$ cat src/rtl/branch_predictor.sv
// rtl/branch_predictor.sv - direct-mapped BTB plus 2-bit PHT next-PC predictor with resolution updates
// Define BP_GSHARE_EN for gshare (pc ^ history) indexing; otherwise bimodal with the BHR held at zero.
module branch_predictor #(
   parameter int DBITS        = 32,
   parameter int BTB_IDX_BITS = 4,
   parameter int BHR_BITS     = 8
) (
   input  logic             clk,
   input  logic             reset,
   input  logic [DBITS-1:0] fetch_pc,
   output logic [DBITS-1:0] pred_next_pc,
   output logic             pred_taken,
   input  logic             upd_valid,
   input  logic [DBITS-1:0] upd_pc,
   input  logic [DBITS-1:0] upd_target,
   input  logic             upd_is_br,
   input  logic             upd_is_jmp,
   input  logic             upd_taken,
   input  logic             upd_mispred,
   output logic [31:0]      total_branches,
   output logic [31:0]      correct_predictions
);
   localparam int TAG_BITS = DBITS - 2 - BTB_IDX_BITS;
   localparam int BTB_N    = 1 << BTB_IDX_BITS;
   localparam int PHT_N    = 1 << BHR_BITS;

   logic [BTB_N-1:0]        btb_valid_q;
   logic [BTB_N-1:0]        btb_jmp_q;
   logic [TAG_BITS-1:0]     btb_tag_q [BTB_N];
   logic [DBITS-1:0]        btb_tgt_q [BTB_N];
   logic [1:0]              pht_q [PHT_N];
   logic [BHR_BITS-1:0]     bhr_q, bhr_d;
   logic [1:0]              pht_d, u_ctr;
   logic [31:0]             total_q, total_d;
   logic [31:0]             correct_q, correct_d;

   logic [BTB_IDX_BITS-1:0] f_idx, u_idx;
   logic [TAG_BITS-1:0]     f_tag, u_tag;
   logic [BHR_BITS-1:0]     f_pidx, u_pidx;
   logic                    f_hit, upd_fire;
   logic                    unused_upd_pc_lsbs;

   assign f_idx  = fetch_pc[BTB_IDX_BITS+1:2];
   assign f_tag  = fetch_pc[DBITS-1:BTB_IDX_BITS+2];
   assign f_pidx = fetch_pc[BHR_BITS+1:2] ^ bhr_q;
   assign u_idx  = upd_pc[BTB_IDX_BITS+1:2];
   assign u_tag  = upd_pc[DBITS-1:BTB_IDX_BITS+2];
   assign u_pidx = upd_pc[BHR_BITS+1:2] ^ bhr_q;
   assign unused_upd_pc_lsbs = ^upd_pc[1:0];

   assign upd_fire = upd_valid && (upd_is_br || upd_is_jmp);

   // Prediction reads only flopped state, so a same-cycle update is seen next cycle.
   assign f_hit        = btb_valid_q[f_idx] && (btb_tag_q[f_idx] == f_tag);
   assign pred_taken   = f_hit && (btb_jmp_q[f_idx] || pht_q[f_pidx][1]);
   assign pred_next_pc = pred_taken ? btb_tgt_q[f_idx] : fetch_pc + DBITS'(4);

   assign total_branches      = total_q;
   assign correct_predictions = correct_q;

   always_comb begin
      u_ctr = pht_q[u_pidx];
      pht_d = u_ctr;
      if (upd_taken && (u_ctr != 2'b11))
         pht_d = u_ctr + 2'b01;
      else if (!upd_taken && (u_ctr != 2'b00))
         pht_d = u_ctr - 2'b01;
      bhr_d = bhr_q;
`ifdef BP_GSHARE_EN
      if (upd_is_br)
         bhr_d = {bhr_q[BHR_BITS-2:0], upd_taken};
`endif
      total_d   = total_q + 32'd1;
      correct_d = upd_mispred ? correct_q : correct_q + 32'd1;
   end

   always_ff @(posedge clk) begin
      if (reset) begin
         btb_valid_q <= '0;
         for (int i = 0; i < PHT_N; i++)
            pht_q[i] <= 2'b01;
         bhr_q     <= '0;
         total_q   <= '0;
         correct_q <= '0;
      end else if (upd_fire) begin
         if (upd_taken)
            btb_valid_q[u_idx] <= 1'b1;
         if (upd_is_br) begin
            pht_q[u_pidx] <= pht_d;
            bhr_q         <= bhr_d;
         end
         total_q   <= total_d;
         correct_q <= correct_d;
      end
   end

   // Payload fields are qualified by the valid bit, so they need no reset.
   always_ff @(posedge clk) begin
      if (!reset && upd_fire && upd_taken) begin
         btb_tag_q[u_idx] <= u_tag;
         btb_tgt_q[u_idx] <= upd_target;
         btb_jmp_q[u_idx] <= upd_is_jmp;
      end
   end

   always_ff @(posedge clk) begin
      if (!reset && upd_valid)
         assert (!(upd_is_br && upd_is_jmp));
   end
endmodule

$ cat config.mk
export PLATFORM = sky130hd
export DESIGN_NAME = branch_predictor
export DESIGN_NICKNAME = d
export VERILOG_FILES = /design/src/rtl/branch_predictor.sv
export SDC_FILE = /design/constraint.sdc
export NUM_CORES = 2
export LEC_CHECK = 0
export CAP_MARGIN = 30
export CORE_MARGIN = 2
export CORE_UTILIZATION = 36
export CTS_CLUSTER_DIAMETER = 150
export DETAILED_ROUTE_END_ITERATION = 6
export GPL_ROUTABILITY_DRIVEN = 0
export PLACE_DENSITY_LB_ADDON = 0.2
export SYNTH_ARGS = -nofsm -noshare
export SYNTH_HDL_FRONTEND = slang
export SYNTH_SLANG_ARGS = --single-unit
$ cat constraint.sdc
create_clock -name clk -period 10.1 [get_ports clk]
set_clock_uncertainty 0.2 [all_clocks]
set_input_delay 3.03 -clock clk [delete_from_list [all_inputs] [get_ports clk]]
set_output_delay 3.03 -clock clk [all_outputs]
set_load 0.02 [all_outputs]
Word level (Yosys, flattened, before mapping)

Memories as Yosys holds them, arrays and structs flattened.
Cells that the tools add are included.

Input bits: 103
Memory bits (writable): 1440
Output and inout bits: 97
Bits in registers: 96
Memories: 3

Memories:

| memory    | words | width | read ports | clocked after memory_dff | write ports | line | text |
|---|---|---|---|---|---|---|---|
| btb_tgt_q | 16    | 32    | 1          | 0                        | 1           | 30   | `logic [DBITS-1:0] btb_tgt_q [BTB_N];` |
| pht_q     | 256   | 2     | 2          | 0                        | 256         | 31   | `logic [1:0] pht_q [PHT_N];` |
| btb_tag_q | 16    | 26    | 1          | 0                        | 1           | 29   | `logic [TAG_BITS-1:0] btb_tag_q [BTB_N];` |

Equal/unequal tests: 2
Reductions and logical operators: 16
Order comparisons: 3
Add/subtract/negate cells: 5
Muxes and demuxes: 21
Bitwise gates (word level): 2

Operator list:

| kind                    | number |
|---|---|
| $add A32 B1 Y32 const B | 2 |
| $add A32 B3 Y32 const B | 1 |
| $mux W32                | 1 |
| $eq A26 B26 Y1          | 1 |
| $bwmux W16              | 1 |
| $or A16 B16 Y16         | 1 |
| $mux W1                 | 12 |
| $lt A4 B5 Y1 const B    | 2 |
| $bmux W1 S4             | 2 |
| $logic_and A1 B1 Y1     | 8 |
| $mux W8                 | 1 |
| $mux W2                 | 3 |
| $demux W1 S4            | 1 |
| $ge A4 B1 Y1 const B    | 1 |
| $reduce_and A2 Y1       | 2 |
| $add A2 B1 Y2 const B   | 1 |
| $logic_not A1 Y1        | 2 |
| $logic_or A1 B1 Y1      | 2 |
| $ne A2 B2 Y1 const B    | 1 |
| $reduce_bool A2 Y1      | 1 |
| $reduce_or A2 Y1        | 1 |
| $sub A2 B1 Y2 const B   | 1 |
| $not A1 Y1              | 1 |

Depth between registers and ports, before layout

Depth in word-level cells: 7
Depth in mapped cells: 18
Depth with buffers taken out: 12

Worst setup path after synthesis

OpenSTA, ideal clock, no wires.

Path kind: input to output
Start point: in fetch_pc[2]
End point: out pred_next_pc[26]
Arrival: 6.253 ns
Stages on the path: 10
Slack: 0.617 ns
Buffers on the path: 7
Cells stage by stage: buf_2 > buf_2 > buf_2 > buf_2 > buf_2 > buf_2 > buf_2 > mux4_2 > mux4_2 > mux2_2

Word-level cells in the longest chain between the ends: 5

RTL lines:

| item                                                    | line | text |
|---|---|---|
| from (decl)                                             | 10   | `input logic [DBITS-1:0] fetch_pc,` |
| branches (longest 4 deep; another with $mem_v2 Z256 W2) | -    |  |
| $mux W32 (*)                                            | 56   | `assign pred_next_pc = pred_taken ? btb_tgt_q[f_idx] : fetch_pc + DBITS'(4);` |
| to (decl)                                               | 11   | `output logic [DBITS-1:0] pred_next_pc,` |

Mark *: on every way between the ends. The select of a mux whose other input is x is not followed.

Worst setup path after layout

Start point: in fetch_pc[3]
End point: out pred_next_pc[26]

Same word-level chain as after synthesis.

==> summary.txt <==
Run status
  – Status: finished, violations left
  – Violated checks: negative setup slack

Pwr
  – Leakage: 25.5 nW
  – Switching share of total power: 23.8%
  – Max IR drop VDD: 0.174 mV
  – Tot Pwr: 14.3 mW
  – Clk pwr share: 41.7%
  – Cell internal pwr: 10.9 mW
  – Pwr Density: 180 nW/um^2
  – Comb pwr share: 8.9%
  – Sequential cell fraction of total power: 49.3%
  – NetSw: 3.41 mW

Placed design
  – Placed insts: 6595
  – Port bufs: 197
  – HPWL after DPL: 125 mm
  – Area after DPL: 74200 sq um

Setup path
  – Worst r2r src: pht_q[251][1]
  – Endpoint class of the critical path: primary output
  – Critical Path AT: 6.91 ns
  – Worst R2R End: pht_q[114][1]
  – Critical path's largest stage delay: 0.60 ns
  – CP Depth: 12
  – Critical path class: primary input to primary output
  – Crit path required time: 6.87 ns
  – Cells on worst reg2reg path: 11
  – Crit Path Max Fanout: 31
  – Critical path buffers and inverters: 5
  – Setup crit start kind: primary input
  – Slowest-stage cell, CP: clkdlybuf4s50_1
  – CP cell instances: buf_8, buf_12, mux4_2, mux4_2, xor2_1, nor4_4, buf_4, o2111a_2, nand4_1, buf_12, mux2_2, clkdlybuf4s50_1
  – CP top delay family: buffers and inverters
  – Reg2Reg Setup Slack: 5.16 ns

Clock tree
  – CTS tree: built
  – Post-CTS Setup Bufs: 0
  – Root buffer cell: clkbuf_16
  – CTS hold repair buffers: 0
  – Num CTS Buffers: 168
  – Worst skew pair latency: 0.84 ns
  – Worst-path clk slew: 0.06 ns
  – H-Tree Depth: 4
  – CTS max path bufs: 3
  – CTS Sinks: 1536

Global routing
  – GR Overflow Total: 0
  – Pin count of the biggest net entering global routing: 121
  – Total GRT Usage: 21.6%
  – Initial antenna violation count: 10
  – First-pass GRT wire length: 298 mm
  – Vias in the first global route: 40200

Cells and area
  – # nets final: 4379
  – Area grow syn2layout: 17.3%
  – Number of fill cells: 16600
  – Fin cells: 6901
  – Post-route cell area: 79600 sq um
  – Fraction of layout cells with a size suffix above 1: 25.1%

Hold path
  – Hold EP: btb_valid_q[3]
  – WHS Path Cells: 2
  – Hold Path Origin: btb_valid_q[3]
  – Hold Crit Class: flip-flop to flip-flop

STA
  – Endpoints failing setup: 12
  – Worst setup margin: -0.0378 ns
  – Worst-Margin Slew: 1.06 ns
  – Fin crit period: 10.14 ns
  – Slew headroom: 29.0%
  – Final Hold Vio Count: 0
  – RSZ-0062 raised after global routing: yes
  – Slew Limit Fails: 0
  – Final period util: 100%
  – F_max: 98.6 MHz

Floorplanning
  – Core Region: 188000 sq um
  – IO Count: 200
  – Die height: 438 microns
  – Die ar.: 192000 sq um
  – Cell Rows: 159
  – Die Wd: 438 microns
  – Initial Util: 36.2%

Drt
  – Antenna-violating nets left: 0
  – Drt initial violations: 4389
  – Pre-antenna DRT Iters: 6
  – Per-cell routed wire length: 30.2 microns
  – Routed vias/inst: 5.78
  – Remaining DRCs: 0
  – Final Routed Wirelength: 208 mm
  – Via count: 39900

Logic synthesis
  – Seq/Total Area, Yosys: 66.8%
  – Post-synth top area share: 64.4%
  – #FFs+latches synth: 1536
  – YS warnings: 0
  – Dominant synthesized flop cell: edfxtp_1
  – Synth area leader: edfxtp_1
  – Syn_area_per_cell: 16.9 sq um
  – Syn nets: 4136
  – Synth top area cells: edfxtp_1 (64%), mux4_2 (16%), a21o_1 (2.8%), dfxtp_1 (2.4%), nand3_1 (2.2%)
  – Mapped Area: 67900 sq um
  – Cell variety after synth: 66
  – Number of flops mapped to enable cells by yosys: 1456
  – Synth top cells by count: edfxtp_1 (1456), mux4_2 (481), nand3_1 (302)
  – Cell with the most instances after synthesis: edfxtp_1
  – Post-Syn Instances: 4028
  – Ys async rst share: 0%

Run
  – Max_cap viols: 0
kinds of logic after synthesis:
family	count (synthesis)	share of synthesized area (%)
multiplexers	614	18.0
AND/OR/NAND/NOR	938	6.79
adder cells (fa/ha/maj)	5	0.0922
flip-flops	1536	66.8
AO/OA/AOI/OAI	413	4.45
XOR/XNOR	102	1.32
buffers and inverters	420	2.59
metrics by stage:
step | worst slack [ns] | hold slack (ns) | setup TNS (ns) | util [%]
final | -0.0378 | 0.270 | -0.218 | 42.4
after global routing | -0.0753 | 0.293 | -1.38 | 42.4
after CTS | 0.00607 | 0.272 | 0 | 42.4
after detailed placement | -0.477 | 0.262 | -12.90 | 39.6
after global placement | -0.514 | 0.256 | -14.17 | 39.5
after floorplan | 0.617 | 0.249 | 0 | -
worst max-delay path by stage:
stage,endpoint,slack (ns),from
after floorplan,pred_next_pc[26],0.62,fetch_pc[2]
after global placement,pred_next_pc[28],-0.51,fetch_pc[2]
after detailed placement,pred_next_pc[28],-0.48,fetch_pc[2]
after CTS,pred_next_pc[26],0.006,fetch_pc[3]
after global routing,pred_next_pc[11],-0.08,fetch_pc[3]
final,pred_next_pc[26],-0.04,fetch_pc[3]
area by class of cell:
| cell class | instances | area, sq um | area share, % |
|---|---|---|---|
| sequential | 1536 | 45300 | 56.9 |
| multi-input combinational | 2072 | 21200 | 26.7 |
| timing repair buffer | 456 | 4480 | 5.63 |
| clock buffer | 217 | 4470 | 5.62 |
| tap | 2495 | 3120 | 3.92 |
| clock inverter | 84 | 821 | 1.03 |
| inverter | 37 | 141 | 0.178 |
| antenna | 4 | 10.0 | 0.0126 |
power groups by stage:
stage,logic (mW),registers (mW),clock network (mW)
2_1_floorplan,0.763,7.18,0
3_3_place_gp,1.26,7.19,0
3_5_place_dp,1.27,7.19,0
4_1_cts,1.28,7.06,6.09
5_1_grt,1.35,7.07,6.33
6_report,1.28,7.06,5.98
per-layer routing:
layer	share of wire (%)	GRT usage, %	wire, microns	up-vias
li1	-	-	-	16800
met1	43	30.1	88800	21200
met2	47	34.2	98900	1584
met3	6.6	3.61	13700	323
met4	3.3	7.21	6940	8
met5	0.025	0	52	-
worst register-to-register path: stages, from the launching register on:
cell and delay (ns):
edfxtp_1 0.40, mux4_2 0.51, mux4_2 0.49, mux2i_1 0.35, nand3_1 0.12, and4_1 0.22
or4_4 0.59, ha_1 0.24, mux2_2 0.34, a211oi_4 0.45, buf_12 0.46, nor3_1 0.25
state kept, by name (all words and copies together), names as in the netlist:
register             cells
btb_jmp_q               16
btb_tag_q              416
btb_tgt_q              512
btb_valid_q             16
correct_predictions     32
pht_q                  512
total_branches          32
repair_timing:
item	CTS	global route
endpoints found under the setup margin	32	30
gates cloned	0	0
resized for setup	19	9
layout by cell type, fill, tap and decap left out, types with 28 or more instances in the layout:
cell,n
a22oi_1,31
dfxtp_1,80
xnor2_1,47
edfxtp_1,1456
nor3_1,272
xor2_1,54
inv_1,35
buf_4,220
clkdlybuf4s50_1,178
nor2_1,93
nand2_1,90
mux4_2,481
clkinv_1,34
mux2_2,39
nand3_1,298
clkbuf_1,41
a21o_1,257
mux2i_1,92
clkbuf_16,169
buf_12,39
nor2_4,28
No activity file was read; power rests on OpenSTA's default activity.
